`config.mk`:
```
export PLATFORM = sky130hd
export DESIGN_NAME = score_display_sequencer
export DESIGN_NICKNAME = d
export VERILOG_FILES = /design/src/rtl/score_display_sequencer_pkg.sv /design/src/rtl/bcd_serial_conv.sv /design/src/rtl/score_display_sequencer.sv
export SDC_FILE = /design/constraint.sdc
export NUM_CORES = 1
export LEC_CHECK = 0
export ABC_CLOCK_PERIOD_IN_PS = 1700
export CAP_MARGIN = 20
export CELL_PAD_IN_SITES_DETAIL_PLACEMENT = 0
export CELL_PAD_IN_SITES_GLOBAL_PLACEMENT = 1
export CORE_MARGIN = 3
export CORE_UTILIZATION = 35
export DETAILED_ROUTE_END_ITERATION = 8
export PLACE_DENSITY_LB_ADDON = 0.12
export SYNTH_ARGS = -nofsm -noshare
export SYNTH_HDL_FRONTEND = slang
export SYNTH_SLANG_ARGS = --single-unit
```
`constraint.sdc`:
```
create_clock -name clk -period 1.7 [get_ports clk]
set_input_delay 0.17 -clock clk [delete_from_list [all_inputs] [get_ports clk]]
set_output_delay 0.17 -clock clk [all_outputs]
set_load 0.005 [all_outputs]
```
`src/rtl/score_display_sequencer_pkg.sv`:
```
// Shared definitions for the score display sequencer: FSM state encoding,
// requester indices, conversion length and the double-dabble digit adjust.
package score_display_sequencer_pkg;

  typedef enum logic [1:0] {
    StIdle    = 2'd0,
    StGrant   = 2'd1,
    StConvert = 2'd2,
    StHold    = 2'd3
  } state_e;

  localparam int unsigned NUM_REQ    = 3;
  localparam int unsigned CREDITS    = 0;
  localparam int unsigned BET        = 1;
  localparam int unsigned PAYOUT     = 2;
  localparam int unsigned CONV_LEN   = 8;
  localparam int unsigned CONV_CNT_W = $clog2(CONV_LEN);

  // Add 3 to every BCD digit that is 5 or more, ahead of the next left shift.
  function automatic logic [11:0] dd_adjust(input logic [11:0] bcd);
    logic [11:0] res;
    res = bcd;
    for (int d = 0; d < 3; d++) begin
      if (bcd[d*4 +: 4] >= 4'd5) begin
        res[d*4 +: 4] = bcd[d*4 +: 4] + 4'd3;
      end
    end
    return res;
  endfunction

endpackage

```
`src/rtl/bcd_serial_conv.sv`:
```
// Serial double-dabble converter: 8-bit unsigned magnitude to three BCD digits,
// one adjust-and-shift per cycle. done_o is high during the final shift cycle and
// bcd_o then carries the finished result (the value the final shift produces).
module bcd_serial_conv
  import score_display_sequencer_pkg::*;
(
  input  logic        clk_i,
  input  logic        rst_i,
  input  logic        start_i,
  input  logic [7:0]  bin_i,
  output logic        done_o,
  output logic [11:0] bcd_o
);

  logic [7:0]            sr_q, sr_d;
  logic [11:0]           bcd_q, bcd_d;
  logic [CONV_CNT_W-1:0] cnt_q, cnt_d;
  logic                  busy_q, busy_d;
  logic [19:0]           shifted;

  assign done_o = busy_q && (cnt_q == CONV_CNT_W'(CONV_LEN - 1));
  assign bcd_o  = shifted[19:8];

  // Next-state: load on start, otherwise adjust and shift while busy.
  always_comb begin
    shifted = {dd_adjust(bcd_q), sr_q} << 1;
    sr_d    = sr_q;
    bcd_d   = bcd_q;
    cnt_d   = cnt_q;
    busy_d  = busy_q;
    if (start_i) begin
      sr_d   = bin_i;
      bcd_d  = '0;
      cnt_d  = '0;
      busy_d = 1'b1;
    end else if (busy_q) begin
      sr_d  = shifted[7:0];
      bcd_d = shifted[19:8];
      cnt_d = cnt_q + 1'b1;
      if (done_o) begin
        busy_d = 1'b0;
      end
    end
  end

  // Converter state registers with synchronous reset.
  always_ff @(posedge clk_i) begin
    if (rst_i) begin
      sr_q   <= '0;
      bcd_q  <= '0;
      cnt_q  <= '0;
      busy_q <= 1'b0;
    end else begin
      sr_q   <= sr_d;
      bcd_q  <= bcd_d;
      cnt_q  <= cnt_d;
      busy_q <= busy_d;
    end
  end

endmodule

```
`src/rtl/score_display_sequencer.sv`:
```
// Score display sequencer: round-robin arbitration between credits, bet and
// payout values, serial BCD conversion, then a fixed hold before re-arbitrating.
// Optional feature macro SCORE_DISP_BLINK_EN: blinks the display during a payout hold.
module score_display_sequencer
  import score_display_sequencer_pkg::*;
#(
  parameter int unsigned HOLD_CYCLES  = 16,
  parameter int unsigned BLINK_CYCLES = 4
) (
  input  logic       clk,
  input  logic       rst,
  input  logic [2:0] req,
  input  logic [7:0] val0,
  input  logic [7:0] val1,
  input  logic [7:0] val2,
  output logic [2:0] ack,
  output logic [3:0] dig_ones,
  output logic [3:0] dig_tens,
  output logic [3:0] dig_hund,
  output logic       neg,
  output logic       valid,
  output logic       busy,
  output logic       blank
);

  localparam int unsigned HoldW = (HOLD_CYCLES > 1) ? $clog2(HOLD_CYCLES) : 1;

  state_e           state_q, state_d;
  logic [1:0]       ptr_q, grant_q, win, ptr_next;
  logic [HoldW-1:0] hold_cnt_q;
  logic             sign_q;
  logic [7:0]       val_sel, mag;
  logic             conv_start, conv_done;
  logic [11:0]      conv_bcd;

  // Round-robin winner: search upward from ptr_q, wrapping past the payout index.
  always_comb begin
    case (ptr_q)
      2'd0:    win = req[0] ? 2'd0 : (req[1] ? 2'd1 : 2'd2);
      2'd1:    win = req[1] ? 2'd1 : (req[2] ? 2'd2 : 2'd0);
      default: win = req[2] ? 2'd2 : (req[0] ? 2'd0 : 2'd1);
    endcase
    ptr_next = (win == 2'(PAYOUT)) ? 2'd0 : win + 2'd1;
  end

  // Granted value and its magnitude; -128 negates to 8'h80 = 128 unsigned.
  always_comb begin
    case (grant_q)
      2'(CREDITS): val_sel = val0;
      2'(BET):     val_sel = val1;
      default:     val_sel = val2;
    endcase
    mag = val_sel[7] ? (~val_sel + 8'd1) : val_sel;
  end

  // FSM state register.
  always_ff @(posedge clk) begin
    if (rst) begin
      state_q <= StIdle;
    end else begin
      state_q <= state_d;
    end
  end

  // FSM next-state logic; requests are only looked at in idle.
  always_comb begin
    state_d = state_q;
    unique case (state_q)
      StIdle:    if (|req) state_d = StGrant;
      StGrant:   state_d = StConvert;
      StConvert: if (conv_done) state_d = StHold;
      StHold:    if (hold_cnt_q == HoldW'(HOLD_CYCLES - 1)) state_d = StIdle;
      default:   state_d = StIdle;
    endcase
  end

  // FSM outputs.
  always_comb begin
    ack        = (state_q == StGrant) ? (3'b001 << grant_q) : 3'b000;
    busy       = (state_q != StIdle);
    conv_start = (state_q == StGrant);
  end

  // Arbitration, sign capture, atomic display update and hold counting.
  always_ff @(posedge clk) begin
    if (rst) begin
      ptr_q      <= '0;
      grant_q    <= '0;
      sign_q     <= 1'b0;
      hold_cnt_q <= '0;
      dig_ones   <= '0;
      dig_tens   <= '0;
      dig_hund   <= '0;
      neg        <= 1'b0;
      valid      <= 1'b0;
    end else begin
      if (state_q == StIdle && (|req)) begin
        grant_q <= win;
        ptr_q   <= ptr_next;
      end
      if (state_q == StGrant) begin
        sign_q <= val_sel[7];
      end
      if (state_q == StConvert && conv_done) begin
        dig_ones <= conv_bcd[3:0];
        dig_tens <= conv_bcd[7:4];
        dig_hund <= conv_bcd[11:8];
        neg      <= sign_q;
        valid    <= 1'b1;
      end
      hold_cnt_q <= (state_q == StHold) ? hold_cnt_q + 1'b1 : '0;
    end
  end

  bcd_serial_conv u_conv (
    .clk_i   (clk),
    .rst_i   (rst),
    .start_i (conv_start),
    .bin_i   (mag),
    .done_o  (conv_done),
    .bcd_o   (conv_bcd)
  );

`ifdef SCORE_DISP_BLINK_EN
  localparam int unsigned BlinkW = (BLINK_CYCLES > 1) ? $clog2(BLINK_CYCLES) : 1;

  logic [BlinkW-1:0] blink_cnt_q;
  logic              blank_q;

  // Payout hold blinks: blank starts high and toggles every BLINK_CYCLES cycles.
  always_ff @(posedge clk) begin
    if (rst) begin
      blink_cnt_q <= '0;
      blank_q     <= 1'b0;
    end else if (state_d == StHold && grant_q == 2'(PAYOUT)) begin
      if (state_q != StHold) begin
        blink_cnt_q <= '0;
        blank_q     <= 1'b1;
      end else if (blink_cnt_q == BlinkW'(BLINK_CYCLES - 1)) begin
        blink_cnt_q <= '0;
        blank_q     <= ~blank_q;
      end else begin
        blink_cnt_q <= blink_cnt_q + 1'b1;
      end
    end else begin
      blink_cnt_q <= '0;
      blank_q     <= 1'b0;
    end
  end

  assign blank = blank_q;
`else
  // Blinking not built; the parameter stays for a uniform interface.
  logic unused_blink_cfg;
  assign unused_blink_cfg = ^BLINK_CYCLES;
  assign blank            = 1'b0;
`endif

endmodule

```
== Word level (Yosys, flattened, before mapping) ==
Index checks and enable logic that the tools add are counted.

* Muxes and demuxes: 23
* Shifts and indexed selects: 1
* Reductions and logical operators: 12
* Equality and inequality tests: 11
* Add/sub/neg operators: 7
* $lt $le $gt $ge: 3
* Bitwise logic cells: 2

{| class="wikitable"
|+ Operator list
! operator !! number
|-
| $mux 8 || 3
|-
| $mux 2 || 9
|-
| $pmux 8 s2 || 1
|-
| $ge 4x3->1 const B || 3
|-
| $add 4x2->4 const B || 2
|-
| $add 8x1->8 const B || 1
|-
| $mux 4 || 2
|-
| $not 8->8 || 1
|-
| $pmux 2 s4 || 1
|-
| $eq 2x1->1 const B || 3
|-
| $eq 2x2->1 const B || 3
|-
| $logic_not 2->1 || 3
|-
| $mux 3 || 2
|-
| $ne 2x2->1 const B || 3
|-
| $add 4x1->4 const B || 1
|-
| $eq 4x4->1 const B || 1
|-
| $mux 1 || 4
|-
| $pmux 2 s2 || 1
|-
| $reduce_bool 2->1 || 2
|-
| $reduce_or 2->1 || 2
|-
| $add 3x1->3 const B || 1
|-
| $add 3x2->3 const B || 1
|-
| $eq 3x3->1 const B || 1
|-
| $logic_and 1x1->1 || 3
|-
| 5 further kinds || 5
|}

* Flip-flop bits (word level): 49
* Word-level logic and storage cells: 73
* Output and inout port bits: 19

== Longest topological paths before layout ==
* Word-level depth: 6
* Gate-level depth with buffers: 7

== By module ==
From an unflattened synthesis, not the netlist that was laid out.

* Cell total of the unflattened synthesis: 326
* Area, all modules: 2760.1 µm²

{| class="wikitable"
|+ Modules (own cells, without submodules)
! module !! instances !! area an instance (µm²) !! cells each !! seq. area each (µm²)
|-
| score_display_sequencer || 1 || 1455.1 || 165 || 500.5
|-
| bcd_serial_conv || 1 || 1305.0 || 161 || 480.5
|}

== Worst setup path before layout ==
No wires, ideal clock.

* Path kind: reg2reg
* From: register grant_q[0]
* To: register u_conv.sr_q[6]
* Cell stages (with the launch flop): 7
* Arrival: 1.501 ns
* Library setup time: 0.132 ns
* Path slack: 0.068 ns
* Required time: 1.568 ns
* Clock period less this slack: 1.632 ns
* Buffers on the path: 1
* Cells stage by stage: dfxtp_1 -> buf_6 -> mux2_4 -> mux2i_4 -> nand4_1 -> o311ai_1 -> nand3_1

* Word-level cells in the longest chain between the ends: 6
* Elaborated cells between the ends (all ways): 7

{| class="wikitable"
|+ Ends and longest elaborated chain
! element !! line !! RTL
|-
| start: declaration || score_display_sequencer.sv:29 || <nowiki>logic [1:0] ptr_q, grant_q, win, ptr_next;</nowiki>
|-
| start signal: assignment || score_display_sequencer.sv:98 || <nowiki>grant_q <= win;</nowiki>
|-
| $eq 2x1->1 / $logic_not 2->1 (equally long branches) || score_display_sequencer.sv:48 || <nowiki>case (grant_q)</nowiki>
|-
| $pmux 8 s2 * || score_display_sequencer.sv:48 ||
|-
| $not 8->8 || score_display_sequencer.sv:53 || <nowiki>mag = val_sel[7] ? (~val_sel + 8'd1) : val_sel;</nowiki>
|-
| $add 8x1->8 || score_display_sequencer.sv:53 ||
|-
| $mux 8 * || score_display_sequencer.sv:53 ||
|-
| $mux 8 * || bcd_serial_conv.sv:31 || <nowiki>if (start_i) begin</nowiki>
|-
| end signal: assignment || bcd_serial_conv.sv:54 || <nowiki>sr_q <= sr_d;</nowiki>
|-
| end: declaration || bcd_serial_conv.sv:15 || <nowiki>logic [7:0] sr_q, sr_d;</nowiki>
|}

Mark *: on every way between the ends. The rest lies on a longest branch, timed or not.
A chain may end at the register's enable or synchronous reset.

== Final worst setup path ==
* From: register grant_q[0]
* To: register u_conv.sr_q[4]

The elaborated chain is that of the path after synthesis.

==> results.sh <==
export IMPL_place_congestion=0.828
export IMPL_synth_area_sq_mm=0.00263
export IMPL_crit_path_max_fanout=5
export IMPL_drive_above_1_share=0.141
export IMPL_reg2reg_to="u_conv.sr_q[4]$_SDFFE_PP0P_"
export IMPL_setup_tns_final_ns=0
export IMPL_grt_max_degree=22
export IMPL_syn_avg_cell_area_sq_um=8.61
export IMPL_final_common_cell="dfxtp_1"
export IMPL_async_flop_share=0
export IMPL_viasPerCell=4.83
export IMPL_final_setup_skew_ns=0.00407
export IMPL_nNetsFinal=403
export IMPL_max_cap_violations=0
export IMPL_clk_pin_slew_worst_paths_ns=0.09
export IMPL_synth_fp_nets=348
export IMPL_final_cell_mix="dfxtp_1 (46), clkdlybuf4s50_1 (42), nor2_1 (40)"
export IMPL_hold_path_class="reg2reg"
export IMPL_start_util=0.373
export IMPL_ys_seq_elements=49
export IMPL_grt_util_all_layers=0.140
export IMPL_syn_to_final_growth_pct=30.9
export IMPL_clk_latency_ns=0.29
export IMPL_crit_chain="buf_12, mux2_4, mux2i_4, and4_4, o21ai_2, a311oi_2"
export IMPL_htreeDepth=2
export IMPL_ys_flop_type="dfxtp_1"
export IMPL_holdBufCountCts=0
export IMPL_routed_wl_um=5670
export IMPL_io_buffers=46
export IMPL_crit_family="multiplexers"
export IMPL_grt_pass1_vias=2162
export IMPL_antenna_found_initial=0
export IMPL_cts_buffers=5
export IMPL_fin_total_pwr_mw=4.03
export IMPL_crit_required_ns=1.91
export IMPL_vdd_drop_max_mv=0.533
export IMPL_max_freq_ghz=0.598
export IMPL_worstSetupPathType="reg2reg"
export IMPL_rr_worst_depth=6
export IMPL_cp_depth=6
export IMPL_maxSlewViolCount=0
export IMPL_final_cell_area_sq_mm=0.00345
export IMPL_place_detailed_hpwl_um=4200
export IMPL_slowest_stage="dfxtp_4"
export IMPL_setup_violations=0
export IMPL_coreArea_sq_mm=0.00706
export IMPL_io_pins=48
export IMPL_drtIter0Drc=52
export IMPL_die_area_sq_mm=0.00860
export IMPL_synth_enable_flop_cells=0
export IMPL_clock_root_buffer="clkbuf_8"
export IMPL_cts_buffer_depth=2
export IMPL_place_ws_ns=-0.0696
export IMPL_drc_errors=0
export IMPL_endpoint_kind="flop"
export IMPL_worstSetupStartpointType="flop"
export IMPL_critPathBufInv=1
export IMPL_p_leak_nw=1.31
export IMPL_power_density_mw_per_mm2=1170
export IMPL_post_route_period_util=0.984
export IMPL_grt_pass1_wl_um=9940
export IMPL_rrSetupSlack_ns=0.03
export IMPL_ys_seq_area_frac=0.372
export IMPL_ys_warn_count=0
export IMPL_firstDrtPassIters=4
export IMPL_rsz0062_at_grt="true"
export IMPL_cpPeakStageDelay_ns=0.36
export IMPL_insertedDiodeCount=0
export IMPL_final_min_clock_period_ns=1.67
export IMPL_status="complete, no violations"
export IMPL_grt_ovfl_total=0
export IMPL_rows=30
export IMPL_cts_tree="done"
export IMPL_rr_startpoint="grant_q[0]$_SDFFE_PP0P_"
export IMPL_routedWlPerCell_um=12.4
export IMPL_die_y_um=92.7
export IMPL_placed_area_sq_mm=0.00328
export IMPL_vias=2211
export IMPL_synth_cell_type_count=39
export IMPL_setup_slack_ns=0.0265
export IMPL_crit_arrival_ns=1.89
export IMPL_netlist_instances=306
export IMPL_crit_start="grant_q[0]$_SDFFE_PP0P_"
export IMPL_ant_nets=0
export IMPL_cp_endpoint="u_conv.sr_q[4]$_SDFFE_PP0P_"
export IMPL_cts_sinks=49
export IMPL_fp_dieW_um=92.7
export IMPL_hold_viol=0
export IMPL_utilization=0.488
## power breakdown
group	total (mW)	switching [mW]	internal, mW
Clock	0.671	0.384	0.286
Sequential	1.49	0.145	1.34
Combinational	1.87	0.906	0.962
## logic make-up (layout without fill, tap and decap cells)
kind of cell | count (synthesis) | count (layout) | synth area share
AND/OR/NAND/NOR | 106 | 106 | 0.184
AO/OA/AOI/OAI | 67 | 67 | 0.161
flip-flops | 49 | 49 | 0.372
buffers and inverters | 31 | 87 | 0.0518
multiplexers | 30 | 30 | 0.138
adder cells (fa/ha/maj) | 13 | 13 | 0.0618
XOR/XNOR | 9 | 9 | 0.0299
other | 1 | 1 | 0.00142
## final cells by class
class / count / area, sq um
timing repair buffer: 66 / 651
inverter: 13 / 48.8
sequential: 49 / 990
clock buffer: 6 / 72.6
clock inverter: 2 / 10.0
tap: 96 / 120
multi-input combinational: 226 / 1560
fill: 715 / 3610
## synthesized netlist by cell type (all sizes together) (3+ instances only)
library cell   n  area share
nor3           3      0.0057
nor2b         11       0.026
nand2         29       0.041
mux2i         26        0.12
nor2          40       0.057
o21ai         14       0.027
a211oi        15       0.043
nand3          8       0.015
buf            8       0.019
xnor2          5       0.017
dfxtp         49        0.37
xor2           4       0.013
nor3b          3      0.0086
nand2b         5       0.012
inv           13       0.019
clkbuf        10       0.014
ha            13       0.062
nand4          3      0.0071
o21a           5       0.014
a31oi          3      0.0071
mux2           4       0.020
a21oi         24       0.047
## worst min path at each step
stage	from	end	slack, ns	cells past startpoint
floorplan	rst	u_conv.sr_q[5]$_SDFFE_PP0P_	0.34	2
finish	hold_cnt_q[0]$_SDFF_PP0_	hold_cnt_q[0]$_SDFF_PP0_	0.45	1
detailed placement	hold_cnt_q[0]$_SDFF_PP0_	hold_cnt_q[0]$_SDFF_PP0_	0.44	1
global placement	hold_cnt_q[0]$_SDFF_PP0_	hold_cnt_q[0]$_SDFF_PP0_	0.44	1
global route	hold_cnt_q[0]$_SDFF_PP0_	hold_cnt_q[0]$_SDFF_PP0_	0.48	1
CTS	dig_hund[2]$_SDFFE_PP0P_	dig_hund[2]$_SDFFE_PP0P_	0.46	2
## what timing repair did
item,4_1_cts,5_1_grt
endpoints found under the setup margin,11,14
cloned,0,0
pin swaps,2,5
buffers inserted,3,1
resized for setup,11,9
## flip-flops by register name (all words and copies together), names as in the netlist, 2 cells and up
| name | cells |
|---|---|
| u_conv.bcd_q | 12 |
| ptr_q | 2 |
| u_conv.cnt_q | 3 |
| dig_ones | 4 |
| state_q | 2 |
| dig_hund | 4 |
| dig_tens | 4 |
| grant_q | 2 |
| hold_cnt_q | 4 |
| u_conv.sr_q | 8 |
## routing by layer
metal  global-route usage  part of all wire  vias up  wire length, um
li1                     -                 -     1164                -
met2                0.238              0.48       13             2750
met4               0.0293            0.0037        0               21
met3               0.0268             0.021        2              119
met5                    0                 0        -                0
met1                0.184              0.49     1032             2780
## stage by stage
step / hold slack (ns) / std cells
after CTS: 0.462 / 457
final: 0.455 / 458
after global routing: 0.481 / 458
after global placement: 0.437 / 447
after floorplan: 0.337 / 306
after detailed placement: 0.442 / 447
Note: power is estimated with default switching activity, not from simulation.
